## src/rtl/cpu_pkg.sv

```systemverilog
// Shared CPU definitions: shift/rotate op encodings (also used by the ALU
// decode) and the shift unit's FSM state encoding.
package cpu_pkg;

  typedef enum logic [1:0] {
    OpSll = 2'b00,
    OpSrl = 2'b01,
    OpSra = 2'b10,
    OpRor = 2'b11
  } shift_op_e;

  typedef enum logic [1:0] {
    StIdle  = 2'b00,
    StShift = 2'b01,
    StDone  = 2'b10
  } shift_state_e;

  localparam int unsigned DataWidth = 32;
  localparam int unsigned AmtWidth  = 5;

endpackage

```

## src/rtl/shift_step.sv

```systemverilog
// One-bit shift/rotate step (combinational).
// Ports:
//   op        - operation (SLL, SRL, SRA, ROR)
//   value_in  - 32-bit operand
//   value_out - operand moved by exactly one bit position
module shift_step
  import cpu_pkg::*;
(
  input  shift_op_e              op,
  input  logic [DataWidth-1:0]   value_in,
  output logic [DataWidth-1:0]   value_out
);

  always_comb begin
    value_out = value_in;
    unique case (op)
      OpSll:   value_out = {value_in[DataWidth-2:0], 1'b0};
      OpSrl:   value_out = {1'b0, value_in[DataWidth-1:1]};
      OpSra:   value_out = {value_in[DataWidth-1], value_in[DataWidth-1:1]};
      OpRor:   value_out = {value_in[0], value_in[DataWidth-1:1]};
      default: value_out = value_in;
    endcase
  end

endmodule

```

## src/rtl/shift_unit.sv

```systemverilog
// Sequential shift unit: one bit per cycle using a single shift_step.
// Ports:
//   clk, rst - clock and synchronous active-high reset
//   start    - request; accepted only while idle
//   op       - 00 SLL, 01 SRL, 10 SRA, 11 ROR
//   data     - operand, amt - shift amount 0..31
//   busy     - high in SHIFT and DONE
//   done     - one-cycle result-valid pulse
//   result   - shifted value, held until the next completion
module shift_unit
  import cpu_pkg::*;
(
  input  logic        clk,
  input  logic        rst,
  input  logic        start,
  input  logic [1:0]  op,
  input  logic [31:0] data,
  input  logic [4:0]  amt,
  output logic        busy,
  output logic        done,
  output logic [31:0] result
);

  shift_state_e          state_q;
  shift_op_e             op_q;
  logic [DataWidth-1:0]  work_q;
  logic [AmtWidth-1:0]   cnt_q;
  logic [DataWidth-1:0]  step_out;

  shift_step u_shift_step (
    .op        (op_q),
    .value_in  (work_q),
    .value_out (step_out)
  );

  always_ff @(posedge clk) begin
    if (rst) begin
      state_q <= StIdle;
      op_q    <= OpSll;
      work_q  <= '0;
      cnt_q   <= '0;
      busy    <= 1'b0;
      done    <= 1'b0;
      result  <= '0;
    end else begin
      unique case (state_q)
        StIdle: begin
          done <= 1'b0;
          if (start) begin
            op_q   <= shift_op_e'(op);
            work_q <= data;
            cnt_q  <= amt;
            busy   <= 1'b1;
            if (amt == '0) begin
              // Nothing to shift: result is the operand itself.
              state_q <= StDone;
              done    <= 1'b1;
              result  <= data;
            end else begin
              state_q <= StShift;
            end
          end
        end
        StShift: begin
          work_q <= step_out;
          cnt_q  <= cnt_q - 1'b1;
          if (cnt_q == AmtWidth'(1)) begin
            // Last step: publish the value being shifted in this edge.
            state_q <= StDone;
            done    <= 1'b1;
            result  <= step_out;
          end
        end
        StDone: begin
          state_q <= StIdle;
          done    <= 1'b0;
          busy    <= 1'b0;
        end
        default: begin
          state_q <= StIdle;
          done    <= 1'b0;
          busy    <= 1'b0;
        end
      endcase
    end
  end

endmodule

```

## config.mk

```make
export PLATFORM = sky130hd
export DESIGN_NAME = shift_unit
export DESIGN_NICKNAME = d
export VERILOG_FILES = /design/src/rtl/cpu_pkg.sv /design/src/rtl/shift_step.sv /design/src/rtl/shift_unit.sv
export SDC_FILE = /design/constraint.sdc
export NUM_CORES = 1
export LEC_CHECK = 0
export CAP_MARGIN = 20
export CORE_ASPECT_RATIO = 1.2
export CORE_MARGIN = 2
export CORE_UTILIZATION = 47
export CTS_BUF_LIST = sky130_fd_sc_hd__clkbuf_16
export DETAILED_ROUTE_END_ITERATION = 8
export GPL_TIMING_DRIVEN = 0
export PLACE_DENSITY = 0.77
export SLEW_MARGIN = 25
export SYNTH_ARGS = -nofsm -noshare
export SYNTH_HDL_FRONTEND = slang
export SYNTH_SLANG_ARGS = --single-unit
```

## constraint.sdc

```tcl
create_clock -name clk -period 2.55 [get_ports clk]
set_input_delay 0.765 -clock clk [delete_from_list [all_inputs] [get_ports clk]]
set_output_delay 0.765 -clock clk [all_outputs]
set_load 0.05 [all_outputs]
```

==> results by group <==
Worst hold path
  – Hold path cells: 2
  – Worst Hold Launch: result[18]
  – Hold WC Path Type: reg2reg
  – Worst hold endpoint: result[18]

Yosys
  – Synth Area in Compound Gates: 0.3358
  – Post-synth EDFFs: 0
  – Synthesized area: 3771 um2
  – Cell taking the most area after synthesis: dfxtp_1
  – Yosys reg bits: 75
  – Syn nets: 474
  – Seq/Total Area, Yosys: 0.3981
  – Ranking of synthesized cells by area: dfxtp_1 (40%), a2111o_1 (9.0%), a21oi_1 (8.6%), mux2i_1 (8.5%), a211o_1 (7.0%)
  – Ys Warns: 0
  – Post-Synth Simple-Gate Area: 0.1108
  – Mapped Avg Cell Area: 8.770 um2
  – Cell with the most instances after synthesis: dfxtp_1
  – Mux share of post-synthesis cell area: 0.08792
  – Adder-cell area share of the yosys netlist: 0.006636
  – Mapped Cells: 430
  – Commonest cells post-synth: dfxtp_1 (75), a21oi_1 (65), nor2_1 (44)
  – Main combinational cell family by area after synthesis: compound AO/OA/AOI/OAI gates
  – Area share of the largest cell type after synthesis: 0.3981
  – Post-synthesis cell type count: 38
  – Main synth FF type: dfxtp_1
  – Post-Synth XOR/XNOR Area: 0.002322
  – Asr flop ratio synth: 0

Pwr
  – Power Dens Cells: 718.7 nW/um2
  – Worst VDD drop: 0.3701 mV
  – Total power: 3.585 mW
  – Static Leak: 1.889 nW

Detailed routing
  – Vias per cell: 6.212
  – Total number of vias: 3802
  – WL/cell: 17.72 um
  – Detail Route Antenna Nets: 0
  – DRT iter0 DRCs: 235
  – WL final: 10840 um
  – DRT Pass-1 Iters: 8
  – Drt drc: 6

STA
  – Slew margin rel.: 0.6194
  – Post-route setup slack: 0.1280 ns
  – Fmax: just over 0.4 GHz
  – Period utilisation layout: 0.9498
  – Worst slew pin tran: 0.5709 ns
  – Hold Violations, Final: 0
  – Fin crit period: about 2.4 ns
  – Max Transition Viols Final: 0
  – RSZ-0062 raised after global routing: no
  – Final setup vio count: 0
  – Clock skew: 0.006147 ns

Clocking
  – Clk root buf: clkbuf_16
  – Max H-tree Level: 3
  – Sink Count: 75
  – Postcts setup bufs: 0
  – CTS Buf Count: 9
  – Post-cts resize count: 0
  – Worst-path clk slew: about 0.060 ns
  – Clock Tree Buf Depth: 2
  – Clk_lat worst skew: 0.34 ns
  – Hold Buf Count CTS: 0
  – CTS tree: built

Floorplan
  – Die area: 8759 um2
  – Die Ht: ~100 um
  – DIE WIDTH: 85.77 um
  – Starting Density: 0.4865
  – Core Box Area: 7751 um2
  – # IOs: between 70 and 80
  – Row count: 35

Global route
  – Initial antenna violation count: 0
  – Total gr overflow: 0
  – Pin count of the biggest net entering global routing: 13
  – Total GRT Usage: 0.2552
  – Vias in the first global route: roughly 3.7k
  – Global-route wire length before repair: 17600 um

Placed design
  – Pre-CTS setup slack: -0.2163 ns
  – RePlAce Congestion: between 0.8 and 0.9
  – DP HPWL: 7497 um
  – # port buffers: 74

Status
  – Violated checks: design-rule violations
  – Status: finished, violations left

Critical path
  – Critical path arrival: 2.68 ns
  – Reg-to-reg endpoint: result[12]
  – Flop2flop setup slack: 0.62 ns
  – CP Data Required Time: 2.81 ns
  – Worst Setup Start Kind: input port
  – CP max FO: 10
  – Crit end category: flop
  – Path type of the worst setup path: in2reg
  – R2R Path Start: cnt_q[1]
  – Cells on worst reg2reg path: 7

Final layout
  – Layout area overhead: 32.28%
  – Final net count: about 560
  – Number of diodes: 0
  – Fraction of layout cells with a size suffix above 1: 0.06731
  – Fillers: 655

Run
  – Maximum capacitance violations: 0
-- cell type report --
cell class,count,area [um2],area share
Multi-Input combinational cell,307,2049,0.4108
Sequential cell,75,1501,0.3010
Timing Repair Buffer,74,740.7,0.1485
Clock buffer,9,225.2,0.04515
Buffer,44,210.2,0.04214
Clock inverter,7,131.4,0.02634
Tap cell,92,115.1,0.02307
Inverter,4,15.01,0.003010
-- cells by family after synthesis --
kind of cell               count (synthesis)
DFF                                       75
AOI/OAI and AO/OA                        180
and+or+nand+nor                           91
muxes                                     33
adders and majority gates                  2
xor gates and xnor gates                   1
buffers and inverters                     48
-- registers in the layout (all words and copies together), names as in the netlist --
register  flops
result       32
work_q       32
cnt_q         5
op_q          2
state_q       2
busy          1
done          1
-- cell usage in the layout, fill, tap and decap left out, types with 8 or more instances in the layout --
master and n:
clkbuf_16 9, a21oi_1 65, clkbuf_1 28, nand2_1 32, nor2_1 44, a2111o_1 30, o21ai_0 35, a211o_1 30
clkdlybuf4s50_1 74, mux2i_1 32, buf_2 8, dfxtp_1 75
-- stage by stage --
stage            util  cell area [um2]  std cells  hold slack, ns  setup TNS [ns]
6_report       0.6436             4989        612          0.4730               0
3_5_place_dp   0.5969             4627        596          0.4619          -9.525
3_3_place_gp   0.5969             4627        596          0.4571          -7.183
4_1_cts        0.6429             4984        612          0.4739               0
2_1_floorplan       -             3771        430          0.4462               0
5_1_grt        0.6436             4989        612          0.4851               0
-- worst max-delay path by stage --
| stage | startpoint | endpoint | slack (ns) | depth (start not counted) |
|---|---|---|---|---|
| finish | start | result[12] | 0.13 | 6 |
| global route | start | result[5] | 0.006 | 6 |
| CTS | start | work_q[16] | 0.05 | 6 |
| detailed placement | start | result[16] | -0.22 | 6 |
| global placement | start | work_q[19] | -0.18 | 6 |
| floorplan | amt[1] | result[25] | 0.67 | 5 |
-- worst max-delay path: stages --
cell and delay [ns]:
clkdlybuf4s50_1 0.54, nor4b_4 0.20, a22oi_2 0.47, clkbuf_1 0.41, o21ai_0 0.14, a21oi_1 0.15
-- metal layers --
layer | GRT usage | up-vias | wire length, um
met5 | 0 | - | 0
met4 | 0.1013 | 0 | 255
met1 | 0.3067 | 1837 | 4565
met2 | 0.4519 | 149 | 5419
li1 | - | 1789 | -
met3 | 0.04604 | 27 | 603
-- power by group --
group / total [mW] / switching [mW] / leakage, nW / internal, mW
logic: 0.718 / 0.420 / 1.10 / 0.298
clock network: 1.53 / 0.489 / 0.176 / 1.04
registers: 1.33 / 0.0727 / 0.614 / 1.26
total: 3.59 / 0.981 / 1.89 / 2.60
Power figures use the tool's default switching activity.
==> RTL edit: new RTL, same flow settings <==
Encoding of `shift_state_e`: now one-hot (3 bits for 3 states).
--- a/src/rtl/cpu_pkg.sv
+++ b/src/rtl/cpu_pkg.sv
@@ -9,10 +9,10 @@
     OpRor = 2'b11
   } shift_op_e;
 
-  typedef enum logic [1:0] {
-    StIdle  = 2'b00,
-    StShift = 2'b01,
-    StDone  = 2'b10
+  typedef enum logic [2:0] {
+    StIdle  = 3'b001,
+    StShift = 3'b010,
+    StDone  = 3'b100
   } shift_state_e;
 
   localparam int unsigned DataWidth = 32;
Formal check against the unedited RTL: no difference found for any inputs over 4 cycles, from zero or initial values and one cycle with rst high; so few cycles prove little.
==> RTL edit against the unedited design <==
- first-iteration DRC count fell by 5.5%
- core utilization fell by 1.7 points
- routed wire length rose by 2.3%
- synthesized cell count rose by 9.8%
- synthesized area rose by 1.9%
- setup slack got worse by 72 ps
- cell count rose by 7.2%
- final area rose by 0.63%
- sequential cell count rose by 1
- worst hold slack improved by 0.52 ps
- critical path depth did not move
Power is not compared: it rests on default switching activity, and its combinational part moved more than twofold at a synthesized area within 25%.
==> RTL edit: results <==
set metrics [dict create \
    ys_seq_area_share_pct 39.6 \
    synth_area_per_cell_um2 8.14 \
    syn_nets 516 \
    dr_total_vias 4011 \
    wl_mm 11.1 \
    gp_congestion 0.942 \
    period_minus_slack_ps 2490 \
    slew_headroom_pct 59.4 \
    grt_pass1_wl_mm 18.1 \
    crit_family "simple AND/OR/NAND/NOR gates" \
    fin_cells 656 \
    grt_pass1_vias 3828 \
    cp_slowest_cell "or4_1" \
    drtIter0Drc 222 \
    crit_fanout 10 \
    hold_path_class "reg -> reg" \
    whs_ps 473 \
    leakage_nw 1.69 \
    synth_compound_area_share_pct 40.0 \
    slowest_delay_ps 620 \
    clk_latency_ps 330 \
    synth.distinct_cells 36 \
    post_route_cells_drive_above_1_share_pct 6.24 \
    powerDensity_nw_per_um2 1160 \
    dr.pass1.iters 4 \
    antenna_found_initial 0 \
    reg2reg_to "result[3]$_SDFFE_PP0P_" \
    synthAdderAreaFrac_pct 0.651 \
    dp.cells 641 \
    reg2regPathDepth 6 \
    ant_nets 0 \
    pwr-share-seq_pct 29.6 \
    grt_usage_pct 25.6 \
    muxShareOfSynthArea_pct 1.21 \
    ctsResizeCount 3 \
    place_ws_ps -497 \
    yosysWarningCount 0 \
    synth_commonest_cells "a21oi_1, dfxtp_1, clkbuf_1, nand2_1, o21ai_0" \
    hpwl_mm 7.77 \
    cts_buffers 9 \
    fin_nets 601 \
    clock_skew_ps 5.44 \
    min_to "result[30]$_SDFFE_PP0P_" \
    status "completed" \
    cp.arrival_ps 2720 \
    synth-async-reset-ratio_pct 0 \
    cts.htree.levels 3 \
    rrSetupSlack_ps 260 \
    synthXorXnorAreaFrac_pct 0 \
    placed_area_um2 4700 \
    worstReg2RegStart "cnt_q[0]$_SDFFE_PP0P_" \
    min_from "result[30]$_SDFFE_PP0P_" \
    grt_max_degree 13 \
    sw_frac_of_total_pct 43.5 \
    synthTopCellsByArea "dfxtp_1, a21oi_1, a211o_1" \
]
==> RTL edit: cell types whose count changed in the layout (fill, tap and decap cells not counted), moves of 3 or more <==
cell       change
clkinv_2       +4
nand2b_1      +29
o21a_1        +29
buf_6          -4
buf_1          +7
mux2i_1       -30
nand2_1        +8
buf_2          -4
nor2b_1        -3
a2111o_1      -30
o2111ai_1     +28
a21oi_1       +31
nor2_1        -34
clkbuf_1       +6
==> RTL edit: layer usage <==
metal / GRT usage (%) / vias up / share of wire (%)
met2: 43.1 / 164 / 50
met4: 10.9 / 0 / 2.5
met1: 32.5 / 1882 / 42
li1: - / 1938 / -
met5: 0 / - / 0
met3: 4.08 / 27 / 5.6
==> RTL edit: layout make-up <==
class / count / area (um^2)
clock inverters: 6 / 80.1
clock buffers: 9 / 225
multi-input cells: 341 / 2110
inverters: 4 / 15.0
plain buffers: 51 / 206
fillers: 733 / 3000
repair buffers: 74 / 741
well taps: 95 / 119
flip-flops and latches: 76 / 1520
==> RTL edit: worst max-delay path by stage <==
| stage | startpoint | endpoint | slack, ps | cells past startpoint |
|---|---|---|---|---|
| after global routing | start | work_q[14]$_SDFFE_PP0P_ | -120 | 7 |
| after detailed placement | amt[4] | result[3]$_SDFFE_PP0P_ | -500 | 6 |
| final | amt[4] | result[31]$_SDFFE_PP0P_ | 60 | 6 |
| after floorplan | amt[4] | result[30]$_SDFFE_PP0P_ | 390 | 4 |
| after global placement | amt[4] | result[3]$_SDFFE_PP0P_ | -470 | 6 |
| after CTS | start | cnt_q[1]$_SDFFE_PP0P_ | 50 | 7 |
==> RTL edit: worst register-to-register path, stage by stage, from the launching register on <==
cell and delay, ps:
dfxtp_1 390, ha_1 160, or4b_4 470, mux2i_1 340, clkbuf_1 450, o2111ai_1 240, a21oi_1 170
